**config.mk**
```make
export PLATFORM = sky130hd
export DESIGN_NAME = polyvec_load_ctrl
export DESIGN_NICKNAME = d
export VERILOG_FILES = /design/src/rtl/polyvec_load_ctrl_pkg.sv /design/src/rtl/polyvec_load_addr_gen.sv /design/src/rtl/polyvec_load_ctrl.sv
export SDC_FILE = /design/constraint.sdc
export NUM_CORES = 1
export LEC_CHECK = 0
export ABC_CLOCK_PERIOD_IN_PS = 5300
export CORE_ASPECT_RATIO = 0.9
export CORE_MARGIN = 2
export CORE_UTILIZATION = 36
export DETAILED_ROUTE_END_ITERATION = 6
export PLACE_DENSITY = 0.72
export SYNTH_ARGS = -nofsm -noshare
export SYNTH_HDL_FRONTEND = slang
export SYNTH_SLANG_ARGS = --single-unit
```
**constraint.sdc**
```tcl
create_clock -name clk -period 5.3 [get_ports clk]
set_input_delay 0.53 -clock clk [delete_from_list [all_inputs] [get_ports clk]]
set_output_delay 0.53 -clock clk [all_outputs]
set_load 0.02 [all_outputs]
```
**src/rtl/polyvec_load_ctrl_pkg.sv**
```systemverilog
// Shared constants, state encoding and sizing helper for the polyvec operand-load path.
package polyvec_load_ctrl_pkg;

    localparam int COEF_W      = 12;
    localparam int DEF_DEPTH   = 8;
    localparam int DEF_KYBER_K = 3;
    localparam int DEF_DATA_W  = 2 * COEF_W;

    typedef enum logic [1:0] {
        ST_IDLE = 2'd0,
        ST_ARM  = 2'd1,
        ST_LOAD = 2'd2,
        ST_DONE = 2'd3
    } state_t;

    // RAM words per polynomial for a given controller counter width.
    function automatic int words_of(input int depth);
        return 1 << (depth - 1);
    endfunction

endpackage

```
**src/rtl/polyvec_load_addr_gen.sv**
```systemverilog
// Word/polynomial counter with wrap and last-word detection; composes the RAM address
// as poly*WORDS + word. Also usable for the RAM C readout path.
module polyvec_load_addr_gen
    import polyvec_load_ctrl_pkg::*;
#(
    parameter  int WORDS   = words_of(DEF_DEPTH),
    parameter  int KYBER_K = DEF_KYBER_K,
    parameter  int ADDR_W  = DEF_DEPTH + 1,
    localparam int WORD_W  = $clog2(WORDS),
    localparam int POLY_W  = ADDR_W - WORD_W
) (
    input  logic              clk,
    input  logic              reset,
    input  logic              i_clr,
    input  logic              i_adv,
    output logic [POLY_W-1:0] o_poly,
    output logic [ADDR_W-1:0] o_addr,
    output logic              o_last
);

    logic [WORD_W-1:0] r_word;
    logic [POLY_W-1:0] r_poly;
    logic              w_last_word;
    logic              w_last_poly;

    assign w_last_word = (r_word == WORD_W'(WORDS - 1));
    assign w_last_poly = (r_poly == POLY_W'(KYBER_K - 1));

    // The polynomial index saturates at the last polynomial so k never wraps.
    always_ff @(posedge clk or negedge reset) begin
        if (!reset) begin
            r_word <= '0;
            r_poly <= '0;
        end else if (i_clr) begin
            r_word <= '0;
            r_poly <= '0;
        end else if (i_adv) begin
            if (w_last_word) begin
                r_word <= '0;
                if (!w_last_poly) begin
                    r_poly <= r_poly + POLY_W'(1);
                end
            end else begin
                r_word <= r_word + WORD_W'(1);
            end
        end
    end

    assign o_poly = r_poly;
    assign o_addr = {r_poly, r_word};
    assign o_last = w_last_word & w_last_poly;

endmodule

```
**src/rtl/polyvec_load_ctrl.sv**
```systemverilog
// Producer side of the polyvec operand-load handshake: after readin_ok, streams
// KYBER_K polynomials of word pairs into RAM A/B and pulses full_in when complete.
module polyvec_load_ctrl
    import polyvec_load_ctrl_pkg::*;
#(
    parameter int DEPTH   = DEF_DEPTH,
    parameter int KYBER_K = DEF_KYBER_K,
    parameter int DATA_W  = DEF_DATA_W,
    parameter int ADDR_W  = DEPTH + 1
) (
    input  logic              clk,
    input  logic              reset,
    input  logic              set,
    input  logic              readin_ok,
    input  logic              ram_we_ok,
    input  logic              in_valid,
    output logic              in_ready,
    input  logic [DATA_W-1:0] in_data_a,
    input  logic [DATA_W-1:0] in_data_b,
    output logic              ram_a_we,
    output logic              ram_b_we,
    output logic [ADDR_W-1:0] ram_a_addr,
    output logic [ADDR_W-1:0] ram_b_addr,
    output logic [DATA_W-1:0] ram_a_din,
    output logic [DATA_W-1:0] ram_b_din,
    output logic              full_in,
    output logic              busy,
    output logic [2:0]        k,
    output logic              err_restart,
    output state_t            o_dbg_state
);

    localparam int WORDS  = words_of(DEPTH);
    localparam int POLY_W = ADDR_W - $clog2(WORDS);

    state_t            r_state;
    state_t            w_state_nxt;
    logic              w_in_ready;
    logic              w_xfer;
    logic              w_start;
    logic              w_restart;
    logic              w_busy;
    logic [POLY_W-1:0] w_poly;
    logic [ADDR_W-1:0] w_addr;
    logic              w_last;

    logic              r_we;
    logic [ADDR_W-1:0] r_addr;
    logic [DATA_W-1:0] r_din_a;
    logic [DATA_W-1:0] r_din_b;
    logic              r_full;
    logic              r_err;
    logic              r_err_pend;

    polyvec_load_addr_gen #(
        .WORDS   (WORDS),
        .KYBER_K (KYBER_K),
        .ADDR_W  (ADDR_W)
    ) u_addr_gen (
        .clk    (clk),
        .reset  (reset),
        .i_clr  (w_start),
        .i_adv  (w_xfer),
        .o_poly (w_poly),
        .o_addr (w_addr),
        .o_last (w_last)
    );

    always_ff @(posedge clk or negedge reset) begin
        if (!reset) begin
            r_state <= ST_IDLE;
        end else begin
            r_state <= w_state_nxt;
        end
    end

    always_comb begin
        w_state_nxt = r_state;
        case (r_state)
            ST_IDLE: if (w_start)              w_state_nxt = ST_ARM;
            ST_ARM:  if (set && ram_we_ok)     w_state_nxt = ST_LOAD;
            ST_LOAD: if (w_xfer && w_last)     w_state_nxt = ST_DONE;
            ST_DONE: if (set)                  w_state_nxt = ST_IDLE;
            default:                           w_state_nxt = ST_IDLE;
        endcase
    end

    // Handshake: a word pair moves on a rising edge where in_valid and in_ready are
    // both high; in_ready never depends on in_valid, and the source may hold in_valid.
    always_comb begin
        w_in_ready = set & ram_we_ok & (r_state == ST_LOAD);
        w_xfer     = in_valid & w_in_ready;
        w_start    = set & readin_ok & (r_state == ST_IDLE);
        w_restart  = readin_ok & (r_state != ST_IDLE);
        w_busy     = (r_state != ST_IDLE);
    end

    // With set low, a restart error is remembered and emitted once set returns.
    always_ff @(posedge clk or negedge reset) begin
        if (!reset) begin
            r_we       <= 1'b0;
            r_addr     <= '0;
            r_din_a    <= '0;
            r_din_b    <= '0;
            r_full     <= 1'b0;
            r_err      <= 1'b0;
            r_err_pend <= 1'b0;
        end else if (set) begin
            r_we       <= w_xfer;
            r_full     <= (r_state == ST_DONE);
            r_err      <= w_restart | r_err_pend;
            r_err_pend <= 1'b0;
            if (w_xfer) begin
                r_addr  <= w_addr;
                r_din_a <= in_data_a;
                r_din_b <= in_data_b;
            end
        end else begin
            r_we   <= 1'b0;
            r_full <= 1'b0;
            r_err  <= 1'b0;
            if (w_restart) begin
                r_err_pend <= 1'b1;
            end
        end
    end

    assign in_ready    = w_in_ready;
    assign busy        = w_busy;
    assign ram_a_we    = r_we;
    assign ram_b_we    = r_we;
    assign ram_a_addr  = r_addr;
    assign ram_b_addr  = r_addr;
    assign ram_a_din   = r_din_a;
    assign ram_b_din   = r_din_b;
    assign full_in     = r_full;
    assign err_restart = r_err;
    assign k           = 3'(w_poly) + 3'd1;
    assign o_dbg_state = r_state;

endmodule
```
Word-level counts from Yosys, hierarchy flattened

Index checks and enable logic that the tools add are counted.

Register bits after elaboration: 72
Bits of input ports: 54
Output and inout port bits: 77
Logic and storage cells: 58

$add $sub $neg: 3
Equal/unequal tests: 10
Multiplexer cells: 17
Bitwise logic cells: 8
Reductions and logical operators: 10

Operators by type and width:

| cell                  | number |
|---|---|
| $mux W7               | 3 |
| $mux W2               | 8 |
| $pmux W2 S4           | 1 |
| $reduce_bool A2 Y1    | 4 |
| $add A7 B1 Y7 const B | 1 |
| $and A1 B1 Y1         | 7 |
| $eq A7 B7 Y1 const B  | 1 |
| $eq A2 B2 Y1 const B  | 3 |
| $ne A2 B2 Y1 const B  | 3 |
| $mux W1               | 5 |
| $ne A2 B1 Y1 const B  | 2 |
| $reduce_and A4 Y1     | 1 |
| $add A2 B1 Y3 const B | 1 |
| $reduce_and A3 Y1     | 1 |
| $add A2 B1 Y2 const B | 1 |
| $eq A2 B1 Y1 const B  | 1 |
| $logic_and A1 B1 Y1   | 2 |
| $logic_not A2 Y1      | 1 |
| $reduce_and A2 Y1     | 1 |
| $or A1 B1 Y1          | 1 |

Longest topological paths before layout

Gate-level depths: netlist of run 1.

Word-level depth: 6
Mapped depth: 8
Mapped depth without buffers: 7

By module

Synthesis of run 1 repeated with hierarchy kept, for this count alone.

Cells, all modules: 336
Area, all modules: 3078.0 um2

By module, submodules not included:

| module                | times used | cells each | area an instance (um2) |
|---|---|---|---|
| polyvec_load_ctrl     | 1          | 283        | 2551.2 |
| polyvec_load_addr_gen | 1          | 53         | 526.8 |

Worst setup path before layout of run 1

No wires, ideal clock.

Kind: reg2reg
Start: register r_state[0] (netlist: o_dbg_state[0])
End: register r_state[1] (netlist: o_dbg_state[1])
Data arrival time: 1768 ps
Required time: 5172 ps
Path slack: 3404 ps
Stages on the path, launching flop included: 7
Buffers on the path: 0
Cells stage by stage: dfrtp_1 inv_1 ha_1 nand4_2 o41ai_2 nand3b_1 mux2_1

Cells in the longest elaborated chain, start to end: 6
Elaborated cells on any way between the ends: 14
Classes of those cells: eq/ne: 7; mux: 1; bitwise: 3; reduce/logical: 3

RTL lines:

| what                               | line                                             | source |
|---|---|---|
| from (decl)                        | polyvec_load_ctrl.sv:36                          | `state_t r_state;` |
| from (signal assigned)             | polyvec_load_ctrl.sv:73                          | `r_state <= w_state_nxt;` |
| $eq A2 B2 Y1                       | polyvec_load_ctrl.sv:79, polyvec_load_ctrl.sv:91 |  |
| $and A1 B1 Y1                      | polyvec_load_ctrl.sv:91                          | `w_in_ready = set & ram_we_ok & (r_state == ST_LOAD);` |
| $and A1 B1 Y1                      | polyvec_load_ctrl.sv:92                          | `w_xfer = in_valid & w_in_ready;` |
| $logic_and A1 B1 Y1                | polyvec_load_ctrl.sv:82                          | `ST_LOAD: if (w_xfer && w_last) w_state_nxt = ST_DONE;` |
| $ne A2 B2 Y1 (no source line)      | --                                               |  |
| $reduce_and A4 Y1 (no source line) | --                                               |  |

Parallel ways exist; a longest one is shown, timed or not.
A chain may end at the register's enable or synchronous reset.

Worst setup path in the final report of run 1

Start: register r_state[0] (netlist: o_dbg_state[0])
End: output in_ready

Cells in the longest elaborated chain, start to end: 2

RTL lines:

| what          | line                    | source |
|---|---|---|
| $eq A2 B2 Y1  | polyvec_load_ctrl.sv:91 |  |
| $and A1 B1 Y1 | polyvec_load_ctrl.sv:91 |  |
| to (decl)     | polyvec_load_ctrl.sv:17 | `output logic in_ready,` |

Every way passes these cells.

==> summary.md, run 1 <==
| Metric | Value |
|---|---|
| Leakage | `0.00222 uW` |
| HP Class | `input port to async pin` |
| Worst Skew | `0.00724 ns` |
| Comb pwr share | `42.0%` |
| Root Buffer | `clkbuf_8` |
| Register clock-pin slew on the reported worst setup and hold paths | `0.07 ns` |
| H-tree levels | `3` |
| Vert. Die Dim | `90.7 um` |
| Initial Utilization | `37.3%` |
| Clock power frac | `22.6%` |
| First-pass GRT wire length | `11400 um` |
| Largest net degree at the start of global routing | `73` |
| Row count | `31` |
| I/O pin cnt | `131` |
| Total Wirelength | `7030 um` |
| Post-synth EDFFs | `0` |
| Mean Syn Cell Area | `9.09 sq um` |
| Synth Flop Type | `dfrtp_1` |
| Required time of the critical path | `4.77 ns` |
| M1 wire length | `3140 um` |
| Die Area | `9100 sq um` |
| RSZ-0062 raised after global routing | `false` |
| Critical Path Max Stage Delay | `0.60 ns` |
| Filler instances | `734` |
| Initial antenna violation count | `0` |
| # port buffers | `130` |
| Arrival @ worst endpoint | `1.95 ns` |
| Synthesized area | `3010 sq um` |
| Mapped Cells | `331` |
| Final net count | `512` |
| Post-CTS Resized | `0` |
| Hold_buf cts | `0` |
| GR Util All Layers | `15.8%` |
| CTS tree | `yes` |
| Largest cells by area after synthesis | `dfrtp_1, nand2_1, ha_1` |
| Max-slew headroom | `35.8%` |
| Synth Register Bits | `72` |
| Worst Setup End Kind | `primary output` |
| Sw frac | `34.7%` |
| Max_cap viols | `0` |
| Layout cells sized above 1 | `4.84%` |
| Yosys top cell by area | `dfrtp_1` |
| Met2 Wirelength | `3210 um` |
| Clk Latency, worst-skew pair | `0.34 ns` |
| Worst VDD drop | `253 uV` |
| Wire length per cell | `12.7 um` |
| Post-CTS setup buffers | `0` |
| Library cells used by synthesis | `32` |
| DRC | `0` |
| Setup Crit Path Kind | `register to primary output` |
| Die width | `100 um` |
| DRT Pass-1 Iters | `4` |
| Psw | `873 uW` |
| Highest metal used | `met4` |
| Finished Core Util | `56.9%` |
| Hold Vio Cnt, Final | `0` |
| Final worst-path cycle share | `46.8%` |
| Via density | `4.46` |
| Seq pwr share | `35.4%` |
| Minimum clock period | `2.48 ns` |
| Setup TNS Final | `0 ns` |
| Internal power contribution | `1640 uW` |
| Met3 WL post-DR | `613 um` |
| CP max-delay cell | `clkdlybuf4s50_1` |
| GP Congestion | `0.818` |
| Total grt overflow | `0` |
| Synth warn | `0` |
| Starting DRT DRC Count | `87` |
| FF-to-FF Start | `o_dbg_state[0]$_DFFE_PN0P_` |
| Outcome | `complete, no violations` |
| Slew @ Worst Pin | `0.962 ns` |
| Hpwl dp | `4700 um` |
| Antenna-violating nets left | `0` |
| Sequential area share after synthesis | `59.9%` |
| Cells along the critical path | `inv_1 -> ha_1 -> and3_1 -> clkdlybuf4s50_1` |
| Vias | `2472` |
| Slew Viols, Final | `0` |
| Reg-to-reg endpoint | `o_dbg_state[1]$_DFFE_PN0P_` |
| Startpoint Class | `register` |
| Most common cell in the netlist | `nand2_1` |
| Num CTS Buffers | `9` |
| Syn Nets | `393` |
| Post-route cell area | `4590 sq um` |
| Ant. Diodes | `0` |
| Vias in the first global route | `2465` |
| Cell count of the worst reg-to-reg path | `7` |
| Crit Path Max Fanout | `4` |
| Pwr dens | `548 nW/um^2` |
| Fmax | `403 MHz` |
| Synth top cells by count | `nand2_1, dfrtp_1, nor2_1` |
| Synth async-reset ratio | `100%` |
| Core footprint | `8070 sq um` |
| Worst R2R Setup Slack | `3.03 ns` |
| Cell Area, Placed | `4320 sq um` |
| Area Growth Syn to Fin | `52.5%` |
| Setup violations, final | `0` |
| # clock sinks | `72` |
| Max Root-Sink Buffers | `2` |
| Top-area cell type share of the netlist area | `59.9%` |
registers in the layout, indices dropped and copies added, names as in the netlist:
| signal | flops |
|---|---|
| ram_a_din | 24 |
| ram_b_din | 24 |
| ram_a_addr | 9 |
| u_addr_gen.r_word | 7 |
| o_dbg_state | 2 |
| u_addr_gen.o_poly | 2 |
| err_restart | 1 |
| full_in | 1 |
| r_err_pend | 1 |
| ram_a_we | 1 |
power by group through the flow:
stage,sequential (uW),combinational [uW],clock (uW)
2_1_floorplan,1130,281,0
4_1_cts,896,1070,586
3_5_place_dp,900,1060,0
3_3_place_gp,896,1050,0
5_1_grt,923,1140,610
6_report,891,1060,568
worst max-delay path: cells and delay by family, from the launching register on:
kind,cells,cell delay (ns)
fa+ha+maj,1,0.27
buf+inv,2,0.73
flops,1,0.41
simple gates,1,0.19
how the worst max path moves through the flow:
stage,cells past startpoint,endpoint,startpoint
global placement,6,u_addr_gen.r_word[4]$_DFFE_PN0P_,set
finish,4,in_ready,o_dbg_state[0]$_DFFE_PN0P_
detailed placement,6,o_dbg_state[1]$_DFFE_PN0P_,set
CTS,4,in_ready,o_dbg_state[0]$_DFFE_PN0P_
global route,4,in_ready,o_dbg_state[0]$_DFFE_PN0P_
floorplan,6,o_dbg_state[1]$_DFFE_PN0P_,o_dbg_state[0]$_DFFE_PN0P_
cell families after synthesis:
kind of cell / synth area share, %
flip-flops: 59.9
AO/OA/AOI/OAI: 2.70
buffers and inverters: 5.41
XOR/XNOR: 1.16
adder cells (fa/ha/maj): 3.33
AND/OR/NAND/NOR: 26.8
multiplexers: 0.707
stage by stage:
step           hold WS, ns  total power, uW  instances  worst slack, ns
2_1_floorplan        0.234             1420        331             3.40
3_3_place_gp         0.458             1940        538             2.75
3_5_place_dp         0.462             1960        538             2.69
4_1_cts              0.338             2550        554             2.79
5_1_grt              0.370             2670        554             2.74
6_report             0.304             2510        554             2.82
area by class of cell:
| class | count | area, sq um | share of cell area, % |
|---|---|---|---|
| Clock buffer | 11 | 141 | 3.08 |
| Inverter | 9 | 33.8 | 0.736 |
| Multi-Input combinational cell | 227 | 1050 | 22.9 |
| Timing Repair Buffer | 131 | 1310 | 28.5 |
| Clock inverter | 5 | 128 | 2.78 |
| Sequential cell | 72 | 1800 | 39.3 |
| Tap cell | 99 | 124 | 2.70 |
placed cells by master (no fill, tap or decap), drive strengths merged, types with 2 or more instances in the layout:
cell type	count
a21oi	4
buf	2
bufinv	4
clkbuf	11
clkdlybuf4s50	129
dfrtp	72
ha	8
inv	9
nand2	177
nand4	3
nor2	11
nor3	2
o21ai	2
o22ai	2
xnor2	3
per-layer routing:
metal	vias up	GRT usage, %
li1	1253	-
met1	1114	19.1
met2	98	25.2
met3	7	7.20
met4	0	4.57
met5	-	0
(Power assumes the default switching activity.)
==> run 2: changes to the inputs <==
--- a/config.mk
+++ b/config.mk
@@ -5,7 +5,7 @@
 export SDC_FILE = /design/constraint.sdc
 export NUM_CORES = 1
 export LEC_CHECK = 0
-export ABC_CLOCK_PERIOD_IN_PS = 5300
+export ABC_CLOCK_PERIOD_IN_PS = 2400
 export CORE_ASPECT_RATIO = 0.9
 export CORE_MARGIN = 2
 export CORE_UTILIZATION = 36
==> constraint.sdc (replaced) <==
create_clock -name clk -period 2.4 [get_ports clk]
set_input_delay 0.24 -clock clk [delete_from_list [all_inputs] [get_ports clk]]
set_output_delay 0.24 -clock clk [all_outputs]
set_load 0.02 [all_outputs]
==> run 2 against run 1 <==
  * Design area down 0.74%
  * Count of clock-buffer cells in the layout unchanged
  * Wire length up 4.6%
  * Setup slack worse by 2.6 ns
  * Die area unchanged
  * Hold slack got worse by 0.27 ns
  * Via count rose by 2.2%
  * Largest power group unchanged
  * Total power rose by 110%
==> summary.md, run 2 (synthesis results as in run 1) <==
| Metric | Value |
|---|---|
| Root Buffer | `clkbuf_8` |
| Hpwl dp | `5220 um (+11%)` |
| GR Util All Layers | `16.9% (+1.2 points)` |
| CTS tree | `yes` |
| Most frequent cells in the layout | `nand2_1, clkdlybuf4s50_1, dfrtp_1` |
| Row count | `31 (unchanged)` |
| Clk Latency, worst-skew pair | `0.34 ns (about the same)` |
| Post-CTS Resized | `0 (unchanged)` |
| Max-slew headroom | `38.6% (+2.8 points)` |
| Starting DRT DRC Count | `51 (-41%)` |
| Pwr dens | `1170 nW/um^2 (+110%)` |
| First-pass GRT wire length | `12200 um (+6.6%)` |
| Worst VDD drop | `554 uV (+120%)` |
| Core footprint | `8070 sq um (unchanged)` |
| Comb pwr share | `44.3% (+2.3 points)` |
| Psw | `1950 uW (+120%)` |
| Most common cell after layout, fill and taps aside | `nand2_1` |
| Arrival @ worst endpoint | `1.95 ns (about the same)` |
| Worst R2R Setup Slack | `0.29 ns (-2.74 ns)` |
| Pwr Total | `5340 uW (+110%)` |
| Slew @ Worst Pin | `0.921 ns (-0.0407 ns)` |
| Total grt overflow | `0 (unchanged)` |
| Leakage | `0.00221 uW (-0.50%)` |
| DRC | `0 (unchanged)` |
| Crit Path Max Fanout | `4 (unchanged)` |
| I/O pin cnt | `131 (unchanged)` |
| Startpoint Class | `register` |
| GP Congestion | `0.807 (-1.4%)` |
| Initial Utilization | `37.3% (unchanged)` |
| Vert. Die Dim | `90.7 um (unchanged)` |
| Initial antenna violation count | `0 (unchanged)` |
| Cells along the critical path | `inv_1 -> ha_1 -> and3_1 -> clkdlybuf4s50_1` |
| Minimum clock period | `2.19 ns` |
| Final net count | `515 (+0.59%)` |
| Die width | `100 um (unchanged)` |
| Outcome | `complete, no violations` |
| Internal power contribution | `3390 uW (+110%)` |
| Slew Viols, Final | `0 (unchanged)` |
| Hold_ws | `0.0359 ns (-0.268 ns)` |
| Worst Setup End Kind | `primary output` |
| Seq pwr share | `36.5% (+1.1 points)` |
| DRT Pass-1 Iters | `4 (unchanged)` |
| Clock power frac | `19.2% (-3.4 points)` |
| Wire length per cell | `13.2 um (+4.0%)` |
| Vias | `2527 (+2.2%)` |
| # clock sinks | `72 (unchanged)` |
| Final worst-path cycle share | `91.3%` |
| Die Area | `9100 sq um (unchanged)` |
| Layout cells sized above 1 | `5.24% (+0.41 points)` |
| Fmax | `456 MHz` |
| Hold_buf cts | `0 (unchanged)` |
| Total Wirelength | `7350 um (+4.6%)` |
| Ant. Diodes | `0 (unchanged)` |
| Sw frac | `36.4% (+1.7 points)` |
| Vias in the first global route | `2533 (+2.8%)` |
| RSZ-0062 raised after global routing | `false` |
| Required time of the critical path | `2.16 ns (-2.61 ns)` |
| HP Class | `input port to async pin` |
| CP max-delay cell | `clkdlybuf4s50_1` |
| Max Root-Sink Buffers | `2 (unchanged)` |
| Critical Path Max Stage Delay | `0.61 ns (about the same)` |
| Setup violations, final | `0 (unchanged)` |
| Placed cell count | `541 (+0.56%)` |
| Setup TNS Final | `0 ns (unchanged)` |
| Worst Skew | `0.00856 ns (+0.00132 ns)` |
| Via density | `4.54 (+1.7%)` |
| Post-CTS setup buffers | `0 (unchanged)` |
| Buf/Inv on CP | `2 (unchanged)` |
| Area Growth Syn to Fin | `51.4%` |
| # port buffers | `130 (unchanged)` |
| Cell family with most CP delay | `buffers and inverters` |
| Hold Vio Cnt, Final | `0 (unchanged)` |
| Setup Crit Path Kind | `register to primary output` |
| Register clock-pin slew on the reported worst setup and hold paths | `0.08 ns (about the same)` |
| Max_cap viols | `0 (unchanged)` |
| H-tree levels | `3 (unchanged)` |
| Largest net degree at the start of global routing | `73 (unchanged)` |
| Non-Filler Instances | `557 (+0.54%)` |
| Num CTS Buffers | `9 (unchanged)` |
| Antenna-violating nets left | `0 (unchanged)` |
## run 2: cell types whose count changed in the layout (fill, tap and decap cells not counted), sizes merged
cell | previous run | this run
buf | 2 | 5
bufinv | 4 | 2
clkinv | 0 | 2
## run 2: power groups by stage
stage	clock network [uW]	logic, uW	registers [uW]
after floorplan	0	621	2500
after global placement	0	2340	1960
after detailed placement	0	2390	1970
after CTS	1070	2400	1950
after global routing	1120	2550	2010
final	1030	2360	1950
## run 2: worst paths after layout
check	start	endpoint	depth (start not counted)
max in group asynchronous	reset	ram_b_din[10]$_DFFE_PN0P_	1
worst min register to register	ram_a_din[4]$_DFFE_PN0P_	ram_a_din[4]$_DFFE_PN0P_	2
worst max-delay path	o_dbg_state[0]$_DFFE_PN0P_	in_ready	4
worst max register to register	o_dbg_state[0]$_DFFE_PN0P_	o_dbg_state[1]$_DFFE_PN0P_	6
worst min-delay path	reset	r_err_pend$_DFFE_PN0P_	1
min in group clk	in_data_b[21]	ram_b_din[21]$_DFFE_PN0P_	3
## run 2: through the flow
| stage | setup slack (ns) | utilization (%) | area [sq um] |
|---|---|---|---|
| finish | 0.208 | 56.4 | 4550 |
| global route | 0.0958 | 56.4 | 4550 |
| CTS | 0.173 | 56.4 | 4550 |
| detailed placement | 0.242 | 53.8 | 4340 |
| global placement | 0.342 | 53.8 | 4340 |
| floorplan | 0.504 | - | 3010 |
## run 2: cell type report
class                           instances  area (sq um)
Tap cell                               99           124
Fill cell                             745          3510
Inverter                                9          33.8
Timing Repair Buffer                  134          1330
Sequential cell                        72          1800
Clock buffer                           11           131
Clock inverter                          5          81.3
Multi-Input combinational cell        227          1050
## run 2: metal layers
metal,up-vias,global-route usage [%],share of wire (%)
li1,1259,-,-
met1,1169,21.1,44
met2,90,27.3,47
met3,9,6.50,7.7
met4,0,4.79,0.94
met5,-,0,0
